**src/rtl/alarm_sequencer_if.sv**
```systemverilog
// alarm_sequencer_if
//   Groups the anti-theft controller's sensor inputs, programming bus,
//   1 Hz divider handshake and status outputs into one bundle.
//   master : environment side (drives sensors, reprogram bus, one_hz_enable)
//   slave  : alarm_sequencer side (drives start_timer, siren, leds, state)
interface alarm_sequencer_if;
  logic       ignition;
  logic       driver_door;
  logic       passenger_door;
  logic       hidden_switch;
  logic       brake_pedal;
  logic       reprogram;
  logic [1:0] time_param_sel;
  logic [3:0] time_value;
  logic       one_hz_enable;
  logic       start_timer;
  logic       siren;
  logic       status_led;
  logic       fuel_pump_power;
  logic [2:0] fsm_state;
  logic [3:0] countdown;

  modport master (
    output ignition, driver_door, passenger_door, hidden_switch, brake_pedal,
    output reprogram, time_param_sel, time_value, one_hz_enable,
    input  start_timer, siren, status_led, fuel_pump_power, fsm_state, countdown
  );

  modport slave (
    input  ignition, driver_door, passenger_door, hidden_switch, brake_pedal,
    input  reprogram, time_param_sel, time_value, one_hz_enable,
    output start_timer, siren, status_led, fuel_pump_power, fsm_state, countdown
  );
endinterface

```
**src/rtl/alarm_sequencer.sv**
```systemverilog
// alarm_sequencer
//   Top-level control FSM of the vehicle anti-theft system. Drives the
//   shared 1 Hz divider restart (start_timer), runs a seconds countdown
//   loaded from four programmable delay registers, and decides arming,
//   trigger delay, siren, status LED and fuel pump power.
// Ports
//   clk     : system clock
//   reset_n : asynchronous active-low reset
//   bus     : alarm_sequencer_if.slave (sensors, reprogram bus,
//             one_hz_enable in; start_timer, siren, status_led,
//             fuel_pump_power, fsm_state, countdown out)
// Build option
//   ALARM_SEQ_FUEL_PUMP_EN : fuel pump needs ignition + hidden_switch +
//   brake_pedal to turn on; otherwise it simply follows ignition.
//
// state             | code | meaning
// ARMED             | 0    | armed, watching doors, LED blinks at 1 Hz
// TRIGGERED         | 1    | door opened, counting down the entry delay
// SOUND_ALARM       | 2    | siren on while any door is open
// ALARM_HOLD        | 3    | doors closed, siren held for alarm_on seconds
// DISARMED          | 4    | valid ignition, system off
// WAIT_DRIVER_OPEN  | 5    | ignition off, waiting for driver to leave
// WAIT_DRIVER_CLOSE | 6    | driver door open, waiting for it to close
// ARM_DELAY         | 7    | counting down before re-arming
module alarm_sequencer #(
  parameter logic [3:0] T_ARM_DELAY_RST       = 4'd6,
  parameter logic [3:0] T_DRIVER_DELAY_RST    = 4'd8,
  parameter logic [3:0] T_PASSENGER_DELAY_RST = 4'd15,
  parameter logic [3:0] T_ALARM_ON_RST        = 4'd10
) (
  input  logic               clk,
  input  logic               reset_n,
  alarm_sequencer_if.slave   bus
);

  typedef enum logic [2:0] {
    ARMED             = 3'd0,
    TRIGGERED         = 3'd1,
    SOUND_ALARM       = 3'd2,
    ALARM_HOLD        = 3'd3,
    DISARMED          = 3'd4,
    WAIT_DRIVER_OPEN  = 3'd5,
    WAIT_DRIVER_CLOSE = 3'd6,
    ARM_DELAY         = 3'd7
  } state_t;

  localparam logic [1:0] SEL_ARM       = 2'd0;
  localparam logic [1:0] SEL_DRIVER    = 2'd1;
  localparam logic [1:0] SEL_PASSENGER = 2'd2;
  localparam logic [1:0] SEL_ALARM_ON  = 2'd3;

  state_t     state_q, state_d;
  logic [3:0] cnt_q, cnt_d;
  logic       run_q, run_d;
  logic       start_q, start_d;
  logic       siren_q, siren_d;
  logic       led_q, led_d;
  logic       fuel_q, fuel_d;
  logic [3:0] delay_q [4];

  logic       load_en;
  logic [3:0] load_val;
  logic       expired;
  logic       any_door;

  assign expired  = run_q && (cnt_q == 4'd0);
  assign any_door = bus.driver_door || bus.passenger_door;

  always_ff @(posedge clk or negedge reset_n) begin
    if (!reset_n) begin
      state_q  <= ARMED;
      cnt_q    <= 4'd0;
      run_q    <= 1'b0;
      start_q  <= 1'b0;
      siren_q  <= 1'b0;
      led_q    <= 1'b0;
      fuel_q   <= 1'b0;
      delay_q[SEL_ARM]       <= T_ARM_DELAY_RST;
      delay_q[SEL_DRIVER]    <= T_DRIVER_DELAY_RST;
      delay_q[SEL_PASSENGER] <= T_PASSENGER_DELAY_RST;
      delay_q[SEL_ALARM_ON]  <= T_ALARM_ON_RST;
    end else begin
      state_q <= state_d;
      cnt_q   <= cnt_d;
      run_q   <= run_d;
      start_q <= start_d;
      siren_q <= siren_d;
      led_q   <= led_d;
      fuel_q  <= fuel_d;
      if (bus.reprogram)
        delay_q[bus.time_param_sel] <= bus.time_value;
    end
  end

  // Next state; ignition is always checked before doors, doors before expiry.
  always_comb begin
    state_d  = state_q;
    load_en  = 1'b0;
    load_val = 4'd0;
    if (bus.reprogram) begin
      state_d = ARMED;
    end else begin
      case (state_q)
        ARMED: begin
          if (bus.ignition && bus.hidden_switch) begin
            state_d = DISARMED;
          end else if (bus.driver_door) begin
            state_d  = TRIGGERED;
            load_en  = 1'b1;
            load_val = delay_q[SEL_DRIVER];
          end else if (bus.passenger_door) begin
            state_d  = TRIGGERED;
            load_en  = 1'b1;
            load_val = delay_q[SEL_PASSENGER];
          end
        end
        TRIGGERED: begin
          if (bus.ignition)  state_d = DISARMED;
          else if (expired)  state_d = SOUND_ALARM;
        end
        SOUND_ALARM: begin
          if (!any_door) begin
            state_d  = ALARM_HOLD;
            load_en  = 1'b1;
            load_val = delay_q[SEL_ALARM_ON];
          end
        end
        ALARM_HOLD: begin
          if (any_door)      state_d = SOUND_ALARM;
          else if (expired)  state_d = ARMED;
        end
        DISARMED: begin
          if (!bus.ignition) state_d = WAIT_DRIVER_OPEN;
        end
        WAIT_DRIVER_OPEN: begin
          if (bus.ignition)         state_d = DISARMED;
          else if (bus.driver_door) state_d = WAIT_DRIVER_CLOSE;
        end
        WAIT_DRIVER_CLOSE: begin
          if (bus.ignition) begin
            state_d = DISARMED;
          end else if (!bus.driver_door) begin
            state_d  = ARM_DELAY;
            load_en  = 1'b1;
            load_val = delay_q[SEL_ARM];
          end
        end
        ARM_DELAY: begin
          if (bus.ignition)  state_d = DISARMED;
          else if (any_door) state_d = WAIT_DRIVER_CLOSE;
          else if (expired)  state_d = ARMED;
        end
        default: state_d = ARMED;
      endcase
    end
  end

  // Countdown and registered outputs. A transition that does not load a
  // delay stops the countdown so the display freezes at the last value.
  always_comb begin
    start_d = bus.reprogram || load_en;
    run_d   = run_q;
    cnt_d   = cnt_q;
    if (bus.reprogram) begin
      run_d = 1'b0;
    end else if (load_en) begin
      run_d = 1'b1;
      cnt_d = load_val;
    end else if (state_d != state_q) begin
      run_d = 1'b0;
    end else if (bus.one_hz_enable && run_q && (cnt_q != 4'd0)) begin
      cnt_d = cnt_q - 4'd1;
    end

    siren_d = (state_d == SOUND_ALARM) || (state_d == ALARM_HOLD);

    led_d = 1'b0;
    case (state_d)
      ARMED:                             led_d = (state_q == ARMED) ? (led_q ^ bus.one_hz_enable) : 1'b0;
      TRIGGERED, SOUND_ALARM, ALARM_HOLD: led_d = 1'b1;
      default:                           led_d = 1'b0;
    endcase

`ifdef ALARM_SEQ_FUEL_PUMP_EN
    fuel_d = fuel_q;
    if (bus.ignition && bus.hidden_switch && bus.brake_pedal) fuel_d = 1'b1;
    else if (!bus.ignition)                                    fuel_d = 1'b0;
`else
    fuel_d = bus.ignition;
`endif
  end

  assign bus.start_timer     = start_q;
  assign bus.siren           = siren_q;
  assign bus.status_led      = led_q;
  assign bus.fuel_pump_power = fuel_q;
  assign bus.fsm_state       = state_q;
  assign bus.countdown       = cnt_q;

endmodule

```
**src/flat_wrapper.sv**
```systemverilog
// flat-port wrapper written by rule: the top's interface ports become plain ports
module alarm_sequencer_flat 
#(
  parameter logic [3:0] T_ARM_DELAY_RST       = 4'd6,
  parameter logic [3:0] T_DRIVER_DELAY_RST    = 4'd8,
  parameter logic [3:0] T_PASSENGER_DELAY_RST = 4'd15,
  parameter logic [3:0] T_ALARM_ON_RST        = 4'd10
)
  (clk, reset_n, bus_ignition, bus_driver_door, bus_passenger_door, bus_hidden_switch, bus_brake_pedal, bus_reprogram, bus_time_param_sel, bus_time_value, bus_one_hz_enable, bus_start_timer, bus_siren, bus_status_led, bus_fuel_pump_power, bus_fsm_state, bus_countdown);
  alarm_sequencer_if bus_i ();
  input  logic clk;
  input  logic reset_n;
  input wire logic [$bits(bus_i.ignition)-1:0] bus_ignition;
  input wire logic [$bits(bus_i.driver_door)-1:0] bus_driver_door;
  input wire logic [$bits(bus_i.passenger_door)-1:0] bus_passenger_door;
  input wire logic [$bits(bus_i.hidden_switch)-1:0] bus_hidden_switch;
  input wire logic [$bits(bus_i.brake_pedal)-1:0] bus_brake_pedal;
  input wire logic [$bits(bus_i.reprogram)-1:0] bus_reprogram;
  input wire logic [$bits(bus_i.time_param_sel)-1:0] bus_time_param_sel;
  input wire logic [$bits(bus_i.time_value)-1:0] bus_time_value;
  input wire logic [$bits(bus_i.one_hz_enable)-1:0] bus_one_hz_enable;
  output wire logic [$bits(bus_i.start_timer)-1:0] bus_start_timer;
  output wire logic [$bits(bus_i.siren)-1:0] bus_siren;
  output wire logic [$bits(bus_i.status_led)-1:0] bus_status_led;
  output wire logic [$bits(bus_i.fuel_pump_power)-1:0] bus_fuel_pump_power;
  output wire logic [$bits(bus_i.fsm_state)-1:0] bus_fsm_state;
  output wire logic [$bits(bus_i.countdown)-1:0] bus_countdown;
  assign bus_i.ignition = bus_ignition;
  assign bus_i.driver_door = bus_driver_door;
  assign bus_i.passenger_door = bus_passenger_door;
  assign bus_i.hidden_switch = bus_hidden_switch;
  assign bus_i.brake_pedal = bus_brake_pedal;
  assign bus_i.reprogram = bus_reprogram;
  assign bus_i.time_param_sel = bus_time_param_sel;
  assign bus_i.time_value = bus_time_value;
  assign bus_i.one_hz_enable = bus_one_hz_enable;
  assign bus_start_timer = bus_i.start_timer;
  assign bus_siren = bus_i.siren;
  assign bus_status_led = bus_i.status_led;
  assign bus_fuel_pump_power = bus_i.fuel_pump_power;
  assign bus_fsm_state = bus_i.fsm_state;
  assign bus_countdown = bus_i.countdown;
  alarm_sequencer #(.T_ARM_DELAY_RST(T_ARM_DELAY_RST), .T_DRIVER_DELAY_RST(T_DRIVER_DELAY_RST), .T_PASSENGER_DELAY_RST(T_PASSENGER_DELAY_RST), .T_ALARM_ON_RST(T_ALARM_ON_RST)) u_core (.clk(clk), .reset_n(reset_n), .bus(bus_i));
endmodule
```
**config.mk**
```make
export PLATFORM = sky130hd
export DESIGN_NAME = alarm_sequencer_flat
export DESIGN_NICKNAME = d
export VERILOG_FILES = /design/src/rtl/alarm_sequencer_if.sv /design/src/rtl/alarm_sequencer.sv /design/src/flat_wrapper.sv
export SDC_FILE = /design/constraint.sdc
export NUM_CORES = 1
export LEC_CHECK = 0
export ABC_CLOCK_PERIOD_IN_PS = 3250
export CORE_MARGIN = 2
export CORE_UTILIZATION = 52
export CTS_CLUSTER_SIZE = 25
export DETAILED_ROUTE_END_ITERATION = 10
export GPL_TIMING_DRIVEN = 0
export PLACE_DENSITY = 0.8
export SETUP_SLACK_MARGIN = 0.4
export SLEW_MARGIN = 0
export SYNTH_ARGS = -nofsm -noshare
export SYNTH_HDL_FRONTEND = slang
export SYNTH_SLANG_ARGS = --single-unit
```
**constraint.sdc**
```tcl
create_clock -name clk -period 3.25 [get_ports clk]
set_clock_uncertainty 0.1 [all_clocks]
set_input_delay 0.325 -clock clk [delete_from_list [all_inputs] [get_ports clk]]
set_output_delay 0.325 -clock clk [all_outputs]
set_load 0.05 [all_outputs]
```
==> Yosys cells after proc, flatten, opt, wreduce, memory -nomap -nowiden <==
Index checks and enable logic that the tools add are counted.
{ "classes": {"n_addsub": 1, "order_cmp": 2, "eq_ne": 12, "mux": 43, "n_bitwise": 3, "n_reduce_logical": 16} }
{ "op_table": {"columns": ["operator", "n"], "rows": [
  ["$mux W3", 16],
  ["$mux W4", 10],
  ["$pmux W3 S8", 1],
  ["$bwmux W16", 1],
  ["$eq A3 B2 Y1 const B", 4],
  ["$eq A3 B3 Y1 const B", 4],
  ["$pmux W4 S3", 1],
  ["$mux W1", 11],
  ["$demux W4 S2", 1],
  ["$eq A3 B1 Y1 const B", 2],
  ["$logic_not A3 Y1", 2],
  ["$logic_and A1 B1 Y1", 5],
  ["$logic_not A4 Y1", 1],
  ["$reduce_bool A4 Y1", 1],
  ["$sub A4 B1 Y4 const B", 1],
  ["$ge A3 B3 Y1 const B", 1],
  ["$logic_or A1 B1 Y1", 3],
  ["$lt A3 B1 Y1 const B", 1],
  ["$ne A3 B3 Y1", 1],
  ["$not A2 Y3", 1],
  ["$pmux W1 S3", 1],
  ["$reduce_and A3 Y1", 1],
  ["$reduce_bool A3 Y1", 1],
  ["$reduce_or A3 Y1", 1],
  ["other kinds (5)", 5]
]} }
{ "word_totals": {"ff_bits": 28, "inputBits": 15, "out_inout_bits": 11, "elab_cells": 88} }

==> Longest topological paths before layout <==
{ "logic_depth": {"ltp_word": 11, "mapped_depth": 9, "depth_no_buf": 8} }

==> Worst setup path before layout <==
No wires, ideal clock.
{ "synth_timing": {"path_type": "reg2reg", "from": "register u_core.cnt_q[0] (netlist: u_core.bus.countdown[0])", "to": "register u_core.cnt_q[3] (netlist: u_core.bus.countdown[3])", "setup_time_ps": 124, "t_arrival_ps": 2599, "required_ps": 3026, "setup_slack_ps": 427, "path_stages_with_launch": 10, "n_path_buf": 1, "period_less_slack_ps": 2823, "path_cell_list": "dfrtp_1 > inv_1 > ha_1 > and4bb_1 > a311oi_2 > o221ai_1 > or3b_1 > buf_2 > o31a_1 > o31a_1"} }
{ "synth_via": {"elab_chain_cells": 10, "word_cells_on_any_way": 20, "classes_between": "add/sub (1); eq/ne (2); mux (11); reduce/logical (6)"} }
{ "synth_lines": {"columns": ["element", "line", "source"], "rows": [
  ["from (decl)", "alarm_sequencer.sv:53", "logic [3:0] cnt_q, cnt_d;"],
  ["from (signal assigned)", "alarm_sequencer.sv:84", "cnt_q <= cnt_d;"],
  ["$logic_not A4 Y1", "alarm_sequencer.sv:66", "assign expired = run_q && (cnt_q == 4'd0);"],
  ["$logic_and A1 B1 Y1", "alarm_sequencer.sv:66", null],
  ["$mux W3", "alarm_sequencer.sv:130, alarm_sequencer.sv:151", null],
  ["$mux W3", "alarm_sequencer.sv:150", "else if (any_door) state_d = WAIT_DRIVER_CLOSE;"],
  ["$mux W3", "alarm_sequencer.sv:149", "if (bus.ignition) state_d = DISARMED;"],
  ["$pmux W3 S8", "alarm_sequencer.sv:103", "case (state_q)"],
  ["$mux W3", "alarm_sequencer.sv:100", "if (bus.reprogram) begin"],
  ["$ne A3 B3 Y1", "alarm_sequencer.sv:169", "end else if (state_d != state_q) begin"],
  ["$ne A2 B1 Y1 (no line)", null, null],
  ["$reduce_and A3 Y1 (no line)", null, null]
]} }
Parallel ways exist; a longest one is shown, timed or not. The select of a mux whose other input is x is not followed.
A chain may end at the register's enable or synchronous reset.

==> Final worst setup path <==
Ends and elaborated chain as after synthesis.

==> out/summary.md <==
### Critical path
• 3.38 ns — critical path data required time
• 2.77 ns — arrival time worst endpoint
• register — crit path capture type
• 9 — maximum net fanout on the critical path
• register — sort of element at the start of the critical path
• register to register — critical path type

### STA
• 0.346 ns — smallest hold slack
• 1.20 ns — worst-margin pin slew
• 378 MHz — highest clock frequency the design can meet
• 0 — final setup violating endpoints
• 19.8% — worst slew margin relative to its limit
• 0 — final-report max-slew violation count
• no — setup repair after global routing missed its margin
• 2.64 ns — Final min period
• 81.4% — share of the clock period used by the worst path after layout
• 0 — Hold Vio Cnt, Final
• 0 ns — setup tns final

### Synth
• 0 — total number of yosys warnings
• 42 — number of library cell types mapped by synthesis
• dfrtp_1 (30%), dfstp_2 (15%), mux2_2 (11%) — biggest area contributors in the synthesized netlist
• 30.0% — fraction of post-synthesis cell area in the top cell type by area
• 10.1 um^2 — mean instance size in the synthesized netlist
• 28 — Seq cells post-synth
• dfrtp_1 — dominant cell type by area after synthesis
• dfrtp_1 — ys flop type
• 173 — net count after synthesis
• 100% — proportion of register bits with asynchronous set or reset after synthesis
• 156 — post-synthesis cell count
• 0 — number of flops mapped to enable cells by yosys
• 0.00158 mm^2 — Post-Syn Area
• 45.0% — sequential cell area fraction in the yosys report

### Drt
• 58 — detailed router's first-iteration violation count
• 3440 um — Routed WL
• 15.9 um — average wire per standard cell
• 0 — remaining number of nets flagged by the antenna check after routing
• 6.25 — ratio of routed vias to standard cells
• 0 — post-detailed-route DRC marker count
• 4 — number of search-and-repair iterations in the first detailed-routing pass
• 1351 — detailed-route via count

### Global routing
• 5950 um — global-route wire length before repair
• 22.2% — All-Layer GR Usage
• 29 — largest net degree at the start of global routing
• 1310 — vias in the first global route
• 0 — global route overflow
• 0 — antenna violations before repair

### Floorplanning
• 59.2 um — die width
• 20 — number of placement rows
• 59.2 um — Die H
• 0.00350 mm^2 — die area
• 53.2% — initial cell density of the core
• 26 — number of primary I/O pins
• 0.00298 mm^2 — Floorplan Core Area

### CTS
• clkbuf_4 — root buffer cell
• yes — CTS tree
• 28 — clock sink count
• 1 — H-tree Lvls
• 0.34 ns — clock insertion delay at the later pin of the skew report
• 0 — buffer count from post-CTS setup fixing
• 0 — CTS Hold Buffers Added
• 3 — number of buffers created by CTS
• 0.16 ns — clock transition at the registers of the reported paths
• 2 — clock tree buffer depth

### Layout
• 0 — Ant. Diodes
• 216 — final instance count without filler cells
• 0.00191 mm^2 — final design instance area without fill
• 20.9% — Layout Area Growth over Synthesis
• 201 — number of nets in the layout
• 21.3% — fraction of final layout cells with drive strength greater than 1
• 64.2% — Post-Route Utilization

### Power and ir drop
• 40.1% — part of the total power dissipated in sequential elements
• 652 mW/mm^2 — total power per unit cell area
• 0.000292 V — Peak supply drop
• 37.7% — net switching fraction of the power
• 41.6% — portion of total power attributed to combinational logic
• 0.776 mW — internal cell power
• 0.767 nW — Leak
• 0.471 mW — Psw
• 18.3% — fraction of power consumed by the clock network

### Placement
• 212 — placed cell count
• 23 — number of buffers inserted by port buffering
• 0.00185 mm^2 — instance area after placement
• 0.869 — global placer's final weighted congestion
• 2610 um — total half-perimeter wirelength after legalization and detailed placement

### Worst hold path
• input port to register — Worst Hold Class

### Run
• 0 — count of maximum capacitance violations

### Outcome
• completed — result of the run

==> stage by stage <==
stage                     power (mW)  setup slack [ns]
after CTS                       1.25             0.597
after detailed placement        1.02             0.278
after floorplan                0.857             0.427
after global placement          1.00             0.340
final                           1.25             0.605
after global routing            1.32             0.480
==> metal layers <==
layer	part of all wire, %	global-route usage [%]	wire [um]	vias to the layer above
li1	-	-	-	637
met1	44	28.8	1510	667
met2	49	37.5	1670	38
met3	5.3	2.84	182	9
met4	2.2	8.77	76	0
met5	0	0	0	-
==> cell usage after synthesis, drive strengths merged, types with 3 or more instances <==
| cell | count |
|---|---|
| mux2 | 16 |
| o31a | 4 |
| nor3 | 4 |
| nand2 | 8 |
| nand3 | 7 |
| or3 | 4 |
| nor2 | 10 |
| inv | 7 |
| o21ai | 7 |
| or4 | 3 |
| a21oi | 4 |
| dfrtp | 19 |
| buf | 7 |
| nor2b | 4 |
| a22oi | 9 |
| dfstp | 9 |
==> worst paths after layout <==
path	startpoint	to	slack (ns)	depth (start not counted)
min reg2reg	u_core.delay_q[8]	u_core.delay_q[8]	0.43	1
max in group asynchronous	reset_n	u_core.bus.countdown[2]	1.83	1
min	bus_ignition	u_core.bus.fuel_pump_power	0.35	1
max reg2reg	u_core.bus.countdown[0]	u_core.bus.countdown[3]	0.61	9
min in group asynchronous	reset_n	u_core.delay_q[12]	0.49	1
max	u_core.bus.countdown[0]	u_core.bus.countdown[3]	0.61	9
==> cell type report <==
type                    count  area [um^2]
fillers                   226         1060
multi-input cells         112          808
flip-flops and latches     28          712
repair buffers             23          230
plain buffers               9         42.5
well taps                  33         41.3
clock inverters             1         30.0
inverters                   7         26.3
clock buffers               3         22.5
==> critical path, cell delays in order (launching register included) <==
cell	delay (ns)
dfrtp_1	0.39
inv_1	0.08
ha_1	0.22
and4bb_1	0.24
a311oi_2	0.28
o221ai_1	0.16
or3b_1	0.39
buf_2	0.17
o31a_1	0.28
o31a_1	0.23
==> power groups by stage <==
stage,Sequential [mW],Clock (mW),Combinational [mW]
3_3_place_gp,0.500,0,0.504
5_1_grt,0.513,0.246,0.565
3_5_place_dp,0.508,0,0.515
2_1_floorplan,0.621,0,0.236
6_report,0.500,0.229,0.518
4_1_cts,0.501,0.233,0.519
==> cells by family after synthesis <==
logic type               after synthesis  synth area share (%)
XOR/XNOR                               1                 0.553
adder cells (fa/ha/maj)                2                  1.58
AND/OR/NAND/NOR                       59                  21.5
flip-flops                            28                  45.0
buffers and inverters                 16                  4.35
multiplexers                          16                  11.4
AO/OA/AOI/OAI                         34                  15.7
==> cells in the final DEF, fill, tap and decap left out, drive strengths merged, types with 3 or more instances in the layout <==
master         synthesis  routed
nor3                   4       4
mux2                  16      16
clkbuf                 2       5
nand2                  8       8
inv                    7       7
nor2                  10      10
clkdlybuf4s50          0      23
nor2b                  4       4
or4                    3       3
nand3                  7       7
o31a                   4       4
buf                    7       7
a22oi                  9       9
o21ai                  7       7
or3                    4       4
dfrtp                 19      19
a21oi                  4       4
dfstp                  9       9
==> what timing repair did <==
item,CTS,global route
endpoints found under the hold margin,0,0
endpoints found under the setup margin,0,1
resized for setup,0,1
==> flip-flops by register name, summed over array words and instances (netlist names) <==
signal	cells
u_core.bus.fsm_state	3
u_core.bus.countdown	4
u_core.run_q	1
u_core.bus.status_led	1
u_core.bus.siren	1
u_core.bus.fuel_pump_power	1
u_core.bus.start_timer	1
u_core.delay_q	16
(Power assumes the default switching activity.)
